### src/rtl/decoder3_8_stream.sv
// rtl/decoder3_8_stream.sv - position stream to one-hot word rebuilder with output FIFO
module decoder3_8_stream #(
    parameter int IN_W       = 3,
    parameter int FIFO_DEPTH = 2
) (
    input  logic                 clk,
    input  logic                 rst,
    input  logic                 in_valid,
    output logic                 in_ready,
    input  logic [IN_W-1:0]      in_pos,
    input  logic                 in_none,
    input  logic                 in_last,
    output logic                 out_valid,
    input  logic                 out_ready,
    output logic [2**IN_W-1:0]   out_data,
    output logic [IN_W:0]        out_count,
    output logic                 out_dup
);
    localparam int OW  = 2**IN_W;
    localparam int CW  = IN_W + 1;
    localparam int PW  = (FIFO_DEPTH > 1) ? $clog2(FIFO_DEPTH) : 1;
    localparam int OCW = $clog2(FIFO_DEPTH + 1);

    typedef enum logic {IDLE, ACCUM} state_t;

    state_t           state, state_nxt;
    logic [OW-1:0]    acc, acc_nxt, beat_bit, acc_sum;
    logic [CW-1:0]    cnt, cnt_nxt, cnt_inc;
    logic             dup, dup_nxt, dup_sum;
    logic             accept, push, pop;

    logic [OW-1:0]    mem_data  [FIFO_DEPTH];
    logic [CW-1:0]    mem_count [FIFO_DEPTH];
    logic             mem_dup   [FIFO_DEPTH];
    logic [PW-1:0]    wr_ptr, rd_ptr;
    logic [OCW-1:0]   occ;

    // rst gates in_ready so nothing is reported ready while the block is held in reset
    assign in_ready  = !rst && (occ < OCW'(FIFO_DEPTH));
    assign out_valid = (occ != '0);
    assign accept    = in_valid && in_ready;
    assign pop       = out_valid && out_ready;

    assign beat_bit = in_none ? '0 : (OW'(1) << in_pos);
    assign acc_sum  = acc | beat_bit;
    assign dup_sum  = dup | (|(acc & beat_bit));
    assign cnt_inc  = (cnt == '1) ? cnt : cnt + CW'(1);

    always_comb begin
        state_nxt = state;
        acc_nxt   = acc;
        cnt_nxt   = cnt;
        dup_nxt   = dup;
        push      = 1'b0;
        if (accept) begin
            case (state)
                IDLE, ACCUM: begin
                    if (in_last) begin
                        push      = 1'b1;
                        state_nxt = IDLE;
                        acc_nxt   = '0;
                        cnt_nxt   = '0;
                        dup_nxt   = 1'b0;
                    end else begin
                        state_nxt = ACCUM;
                        acc_nxt   = acc_sum;
                        cnt_nxt   = cnt_inc;
                        dup_nxt   = dup_sum;
                    end
                end
                default: state_nxt = IDLE;
            endcase
        end
    end

    always_ff @(posedge clk or posedge rst) begin
        if (rst) begin
            state <= IDLE;
            acc   <= '0;
            cnt   <= '0;
            dup   <= 1'b0;
        end else begin
            state <= state_nxt;
            acc   <= acc_nxt;
            cnt   <= cnt_nxt;
            dup   <= dup_nxt;
        end
    end

    // The pushed word includes the closing beat, hence the *_sum / cnt_inc values
    always_ff @(posedge clk or posedge rst) begin
        if (rst) begin
            wr_ptr <= '0;
            rd_ptr <= '0;
            occ    <= '0;
            for (int i = 0; i < FIFO_DEPTH; i++) begin
                mem_data[i]  <= '0;
                mem_count[i] <= '0;
                mem_dup[i]   <= 1'b0;
            end
        end else begin
            if (push) begin
                mem_data[wr_ptr]  <= acc_sum;
                mem_count[wr_ptr] <= cnt_inc;
                mem_dup[wr_ptr]   <= dup_sum;
                wr_ptr <= (wr_ptr == PW'(FIFO_DEPTH - 1)) ? '0 : wr_ptr + PW'(1);
            end
            if (pop) begin
                rd_ptr <= (rd_ptr == PW'(FIFO_DEPTH - 1)) ? '0 : rd_ptr + PW'(1);
            end
            if (push && !pop) begin
                occ <= occ + OCW'(1);
            end else if (pop && !push) begin
                occ <= occ - OCW'(1);
            end
        end
    end

    assign out_data  = out_valid ? mem_data[rd_ptr]  : '0;
    assign out_count = out_valid ? mem_count[rd_ptr] : '0;
    assign out_dup   = out_valid ? mem_dup[rd_ptr]   : 1'b0;

endmodule
### config.mk
export PLATFORM = sky130hd
export DESIGN_NAME = decoder3_8_stream
export DESIGN_NICKNAME = d
export VERILOG_FILES = /design/src/rtl/decoder3_8_stream.sv
export SDC_FILE = /design/constraint.sdc
export NUM_CORES = 1
export LEC_CHECK = 0
export BUFFER_PORTS_ARGS = -buffer_cell sky130_fd_sc_hd__buf_2
export CAP_MARGIN = 5
export CORE_ASPECT_RATIO = 1.4
export CORE_UTILIZATION = 30
export DETAILED_ROUTE_END_ITERATION = 10
export PLACE_DENSITY = 0.55
export SYNTH_ARGS = -nofsm -noshare
export SYNTH_HDL_FRONTEND = slang
export SYNTH_SLANG_ARGS = --single-unit
### constraint.sdc
create_clock -name clk -period 2 [get_ports clk]
set_clock_uncertainty 0.05 [all_clocks]
set_input_delay 0 -clock clk [delete_from_list [all_inputs] [get_ports clk]]
set_output_delay 0 -clock clk [all_outputs]
set_load 0.02 [all_outputs]
==> After elaboration in Yosys (flattened, before gate mapping) <==
Cells that the tools add are included.
{ "word_totals": {"regBits": 43, "elab_cells": 72, "inputBits": 9} }
{ "classes": {"reduce_logical": 12, "muxes": 32, "magnitude_cmp": 4, "n_eq_ne": 1, "n_shift": 1, "bitwise_logic": 5, "add_sub_neg": 5} }
{ "ops": {"columns": ["operator", "count"], "rows": [
  ["8-bit 2-to-1 mux", 7],
  ["4-bit 2-to-1 mux", 7],
  ["16-bit bitwise mux", 1],
  ["1-bit 2-to-1 mux", 10],
  ["8-bit bitwise AND", 1],
  ["8-bit bitwise mux", 1],
  ["8-bit demux with 1-bit select", 1],
  ["8-bit OR", 1],
  ["8-bit OR reduction", 1],
  ["1-bit by 3-bit << shifter with 8-bit output, first input constant", 1],
  ["1-bit logical AND", 6],
  ["4-bit by 1-bit adder with 4-bit output, second input constant", 1],
  ["4-bit demux with 1-bit select", 1],
  ["4-bit equality test, second input constant", 1],
  ["2-bit greater-or-equal comparator, second input constant", 2],
  ["2-bit 2-to-1 mux", 2],
  ["1-bit inverter with 2-bit output", 2],
  ["2-bit nonzero test", 2],
  ["1-bit zero test", 3],
  ["1-bit adder, second input constant", 2],
  ["2-bit by 1-bit adder with 2-bit output, second input constant", 1],
  ["2-bit bitwise mux", 1],
  ["2-bit by 1-bit less-than comparator with 1-bit output, second input constant", 1],
  ["2-bit less-than comparator, second input constant", 1],
  ["other kinds (3)", 3]
]} }

==> Depth between registers and ports, before layout <==
{ "logic_depth": {"ltp_word": 8, "ltp_mapped": 7} }

==> Least setup slack after synthesis <==
No wires, ideal clock.
{ "synth_path": {"kind": "register -> register", "start": "reg occ[1]", "end": "reg occ[1]", "stages_incl_launch_ff": 7, "slack_ns": 0.250, "t_arrival_ns": 1.575, "path_buffers": 1, "path_cell_list": "dfrtp_1 > and4bb_2 > buf_1 > ha_1 > xor2_1 > nor2_1 > xor2_1"} }
{ "synth_via": {"elab_chain_cells": 7} }
{ "synth_lines": {"columns": ["item", "line_no", "source"], "rows": [
  ["start: declaration", "36", "logic [OCW-1:0] occ;"],
  ["start signal: assignment", "112", "occ <= occ + OCW'(1);"],
  ["start signal: assignment", "114", "occ <= occ - OCW'(1);"],
  ["2-bit less-than comparator (*)", "39", "assign in_ready = !rst && (occ < OCW'(FIFO_DEPTH));"],
  ["1-bit logical AND (*)", "39", null],
  ["1-bit logical AND (*)", "41", "assign accept = in_valid && in_ready;"],
  ["1-bit 2-to-1 mux (*)", "55", "if (accept) begin"],
  ["via push", "30", "logic accept, push, pop;"],
  ["1-bit zero test", "113", "end else if (pop && !push) begin"],
  ["1-bit logical AND", "113", null],
  ["2-bit nonzero test (no line)", null, null]
]} }
Mark *: on every way through the listed nets, which the timed path passes. The rest lies on a longest branch. The select of a mux whose other input is x is not followed.
A chain may end at the register's enable or synchronous reset.

==> Final worst setup path <==
{ "layout_path": {"start": "reg occ[1]", "end": "reg acc[3]"} }
{ "layout_via": {"elab_chain_cells": 3} }
{ "layout_lines": {"columns": ["item", "line_no", "source"], "rows": [
  ["2-bit less-than comparator", "39", null],
  ["1-bit logical AND", "39", null],
  ["1-bit logical AND", "41", null],
  ["end signal: assignment", "84", "acc <= acc_nxt;"],
  ["end: declaration", "27", "logic [OW-1:0] acc, acc_nxt, beat_bit, acc_sum;"]
]} }
No other way between the ends.

==> impl_metrics.env <==
export IMPL_outcome="finished, final reports clean"
export IMPL_path_class="register to register"
export IMPL_leakage_uw=0.001177
export IMPL_clk_pin_slew_ns=0.08
export IMPL_antenna_found_initial=0
export IMPL_max_freq_mhz=643.3
export IMPL_die_y_um=100.9
export IMPL_cap_violations=0
export IMPL_dp_cells=332
export IMPL_r2r_cells=4
export IMPL_insertion_delay_ns=0.29
export IMPL_syn_inst=223
export IMPL_cts_htree_levels=2
export IMPL_vdd_drop_max_mv=0.4077
export IMPL_yosysMostFrequentCell="dfrtp_1"
export IMPL_numCtsBuffers=5
export IMPL_synth_top_area_share_pct=51.31
export IMPL_synthXorXnorAreaFrac_pct=2.506
export IMPL_nNetsFinal=261
export IMPL_hold_violations=0
export IMPL_wl_per_cell_um=12.27
export IMPL_tightest_slew_ns=0.5335
export IMPL_pwr_density_cell_mw_per_mm2=1348
export IMPL_diodes=0
export IMPL_finalMaxSlewViolations=0
export IMPL_cts_setup_buffers=0
export IMPL_vias_per_cell=4.586
export IMPL_rrSetupSlack_ns=0.45
export IMPL_vias=1573
export IMPL_synth_top_family_by_area="simple AND/OR/NAND/NOR gates"
export IMPL_grt_pass1_wl_mm=7.203
export IMPL_ys_seq_area_share_pct=51.31
export IMPL_synth_compound_area_share_pct=13.19
export IMPL_critPathRequiredTime_ns=2.18
export IMPL_grt_max_degree=44
export IMPL_grt_util_all_layers_pct=12.82
export IMPL_hpwl_mm=3.074
export IMPL_preCtsSetupSlack_ns=0.4447
export IMPL_start_util_pct=31.50
export IMPL_netlist_area_mm2=0.002097
export IMPL_synth_mux_area_fraction_pct=7.160
export IMPL_startpoint_type="register"
export IMPL_hold_class="input port to register"
export IMPL_end_kind="register"
export IMPL_fp_dieW_um=72.66
export IMPL_synth_common_cells="dfrtp_1, nor2_1, nand2_1"
export IMPL_drt_iter0_drc=77
export IMPL_portBuffers=23
export IMPL_firstDrtPassIters=4
export IMPL_ys_seq_elements=43
export IMPL_syn_to_final_growth_pct=18.20
export IMPL_clk_path_buf_depth=2
export IMPL_rsz0062_at_grt="false"
export IMPL_synth_edf_count=0
export IMPL_reg2reg_to="acc[3]$_DFFE_PP0N_"
export IMPL_grt_overflow_total=0
export IMPL_synthAdderAreaFrac_pct=1.193
export IMPL_grt_pass1_vias=1558
export IMPL_fin_cells=343
export IMPL_cts_tree="yes"
export IMPL_hold_start="in_pos[0]"
export IMPL_antenna_left=0
export IMPL_syn_avg_cell_area_um2=9.404
export IMPL_die_area_mm2=0.007333
export IMPL_relSlewSlack_pct=64.44
export IMPL_yosys_warnings=0
export IMPL_tns_ns=0
export IMPL_drc=0
export IMPL_gp_congestion=0.8386
export IMPL_synthArstFlopShare_pct=100.0
export IMPL_synth_area_leader_cell="dfrtp_1"
export IMPL_whs_path_depth=3
export IMPL_stdcell_area_mm2=0.002479
export IMPL_synth_area_leaders="dfrtp_1, mux2i_1, o21ai_0"
export IMPL_crit_arrival_ns=1.73
export IMPL_cts_root_buf="clkbuf_8"
export IMPL_fin_crit_ns=1.555
export IMPL_syn_nets=234
export IMPL_r2r_start="occ[1]$_DFFE_PP0P_"
export IMPL_drive_above_1_share_pct=16.33
export IMPL_p_total_uw=3341
export IMPL_synth_simple_area_share_pct=20.88
export IMPL_clkSinkCount=43
export IMPL_synth_flop_cell="dfrtp_1"
export IMPL_fin_crit_sh_pct=77.73
export IMPL_hold_end="acc[7]$_DFFE_PP0N_"
export IMPL_synth_distinct_cells=35
export IMPL_setup_viol_count_final=0
export IMPL_num_rows=35
export IMPL_pin_count=24
export IMPL_cp_max_fo=7
export IMPL_place_area_mm2=0.002316
export IMPL_core_area_mm2=0.006656
export IMPL_wirelength_mm=4.208
export IMPL_fin_ws_ns=0.4454
-- routing by layer --
metal  up-vias  part of all wire [%]  GRT usage (%)
met1       725                    45          14.66
met4         0                   1.0          6.787
met3         6                   2.6          1.900
met2        22                    51          22.72
met5         -                     0              0
li1        820                     -              -
-- how the worst max path moves through the flow --
stage                       start                 endpoint  slack [ns]  depth (start not counted)
2_1_floorplan  occ[1]$_DFFE_PP0P_       occ[1]$_DFFE_PP0P_        0.25                          6
3_3_place_gp   occ[1]$_DFFE_PP0P_       acc[3]$_DFFE_PP0N_        0.47                          4
3_5_place_dp   occ[1]$_DFFE_PP0P_  mem_data[6]$_DFFE_PP0P_        0.44                          6
4_1_cts        occ[1]$_DFFE_PP0P_       acc[3]$_DFFE_PP0N_        0.43                          4
5_1_grt        occ[1]$_DFFE_PP0P_       acc[3]$_DFFE_PP0N_        0.30                          4
6_report       occ[1]$_DFFE_PP0P_       acc[3]$_DFFE_PP0N_        0.45                          4
-- report_power, final --
part	total (uW)	leakage, uW	switching (uW)	internal, uW
clock network	794	0.0000654	295	499
registers	1400	0.000570	216	1180
logic	1150	0.000541	682	468
-- logic make-up after synthesis --
logic type	count (synthesis)
compound gates	52
xor+xnor	6
fa+ha+maj	2
buf+inv	17
flops	43
mux	15
simple gates	88
-- critical path, stage by stage (launching register included) --
cell and delay [ns]:
dfrtp_1 0.43, or3b_1 0.52, nor3_2 0.26, a31oi_1 0.13
nor2_1 0.10
-- flip-flops by register name (all words and copies together), names as in the netlist --
signal / cells
dup: 1
acc: 8
cnt: 4
mem_dup: 2
mem_count: 8
mem_data: 16
occ: 2
wr_ptr: 1
rd_ptr: 1
-- final cells by class --
cell class	instances	area, um^2
clock buffers	6	72.57
clock inverters	2	60.06
fillers	714	4178
inverters	4	15.01
multi-input cells	163	942.2
flip-flops and latches	43	1076
well taps	92	115.1
repair buffers	33	197.7
-- cell usage in the layout, fill, tap and decap left out, types with 3 or more instances in the layout --
cell           count
nor2_1            31
o21ai_0           27
a21oi_1           17
buf_4              7
xor2_1             3
dlygate4sd3_1      3
buf_2             23
and2_1             3
inv_1              4
clkbuf_8           5
a31oi_1            5
dfrtp_1           43
mux2i_1           15
xnor2_1            3
nand2b_1           3
nand3b_1           5
nand2_1           29
-- metrics by stage --
step	util (%)	hold WS (ns)
after floorplan	-	0.02494
after global placement	34.79	0.1668
after detailed placement	34.79	0.1665
after CTS	37.24	0.06168
after global routing	37.24	0.1015
final	37.24	0.07230
-- repair_timing --
action,4_1_cts,5_1_grt
endpoints found under the hold margin,47,0
endpoints found under the setup margin,0,0
hold buffers,3,0
gates resized for setup,0,0
(Power assumes the default switching activity.)
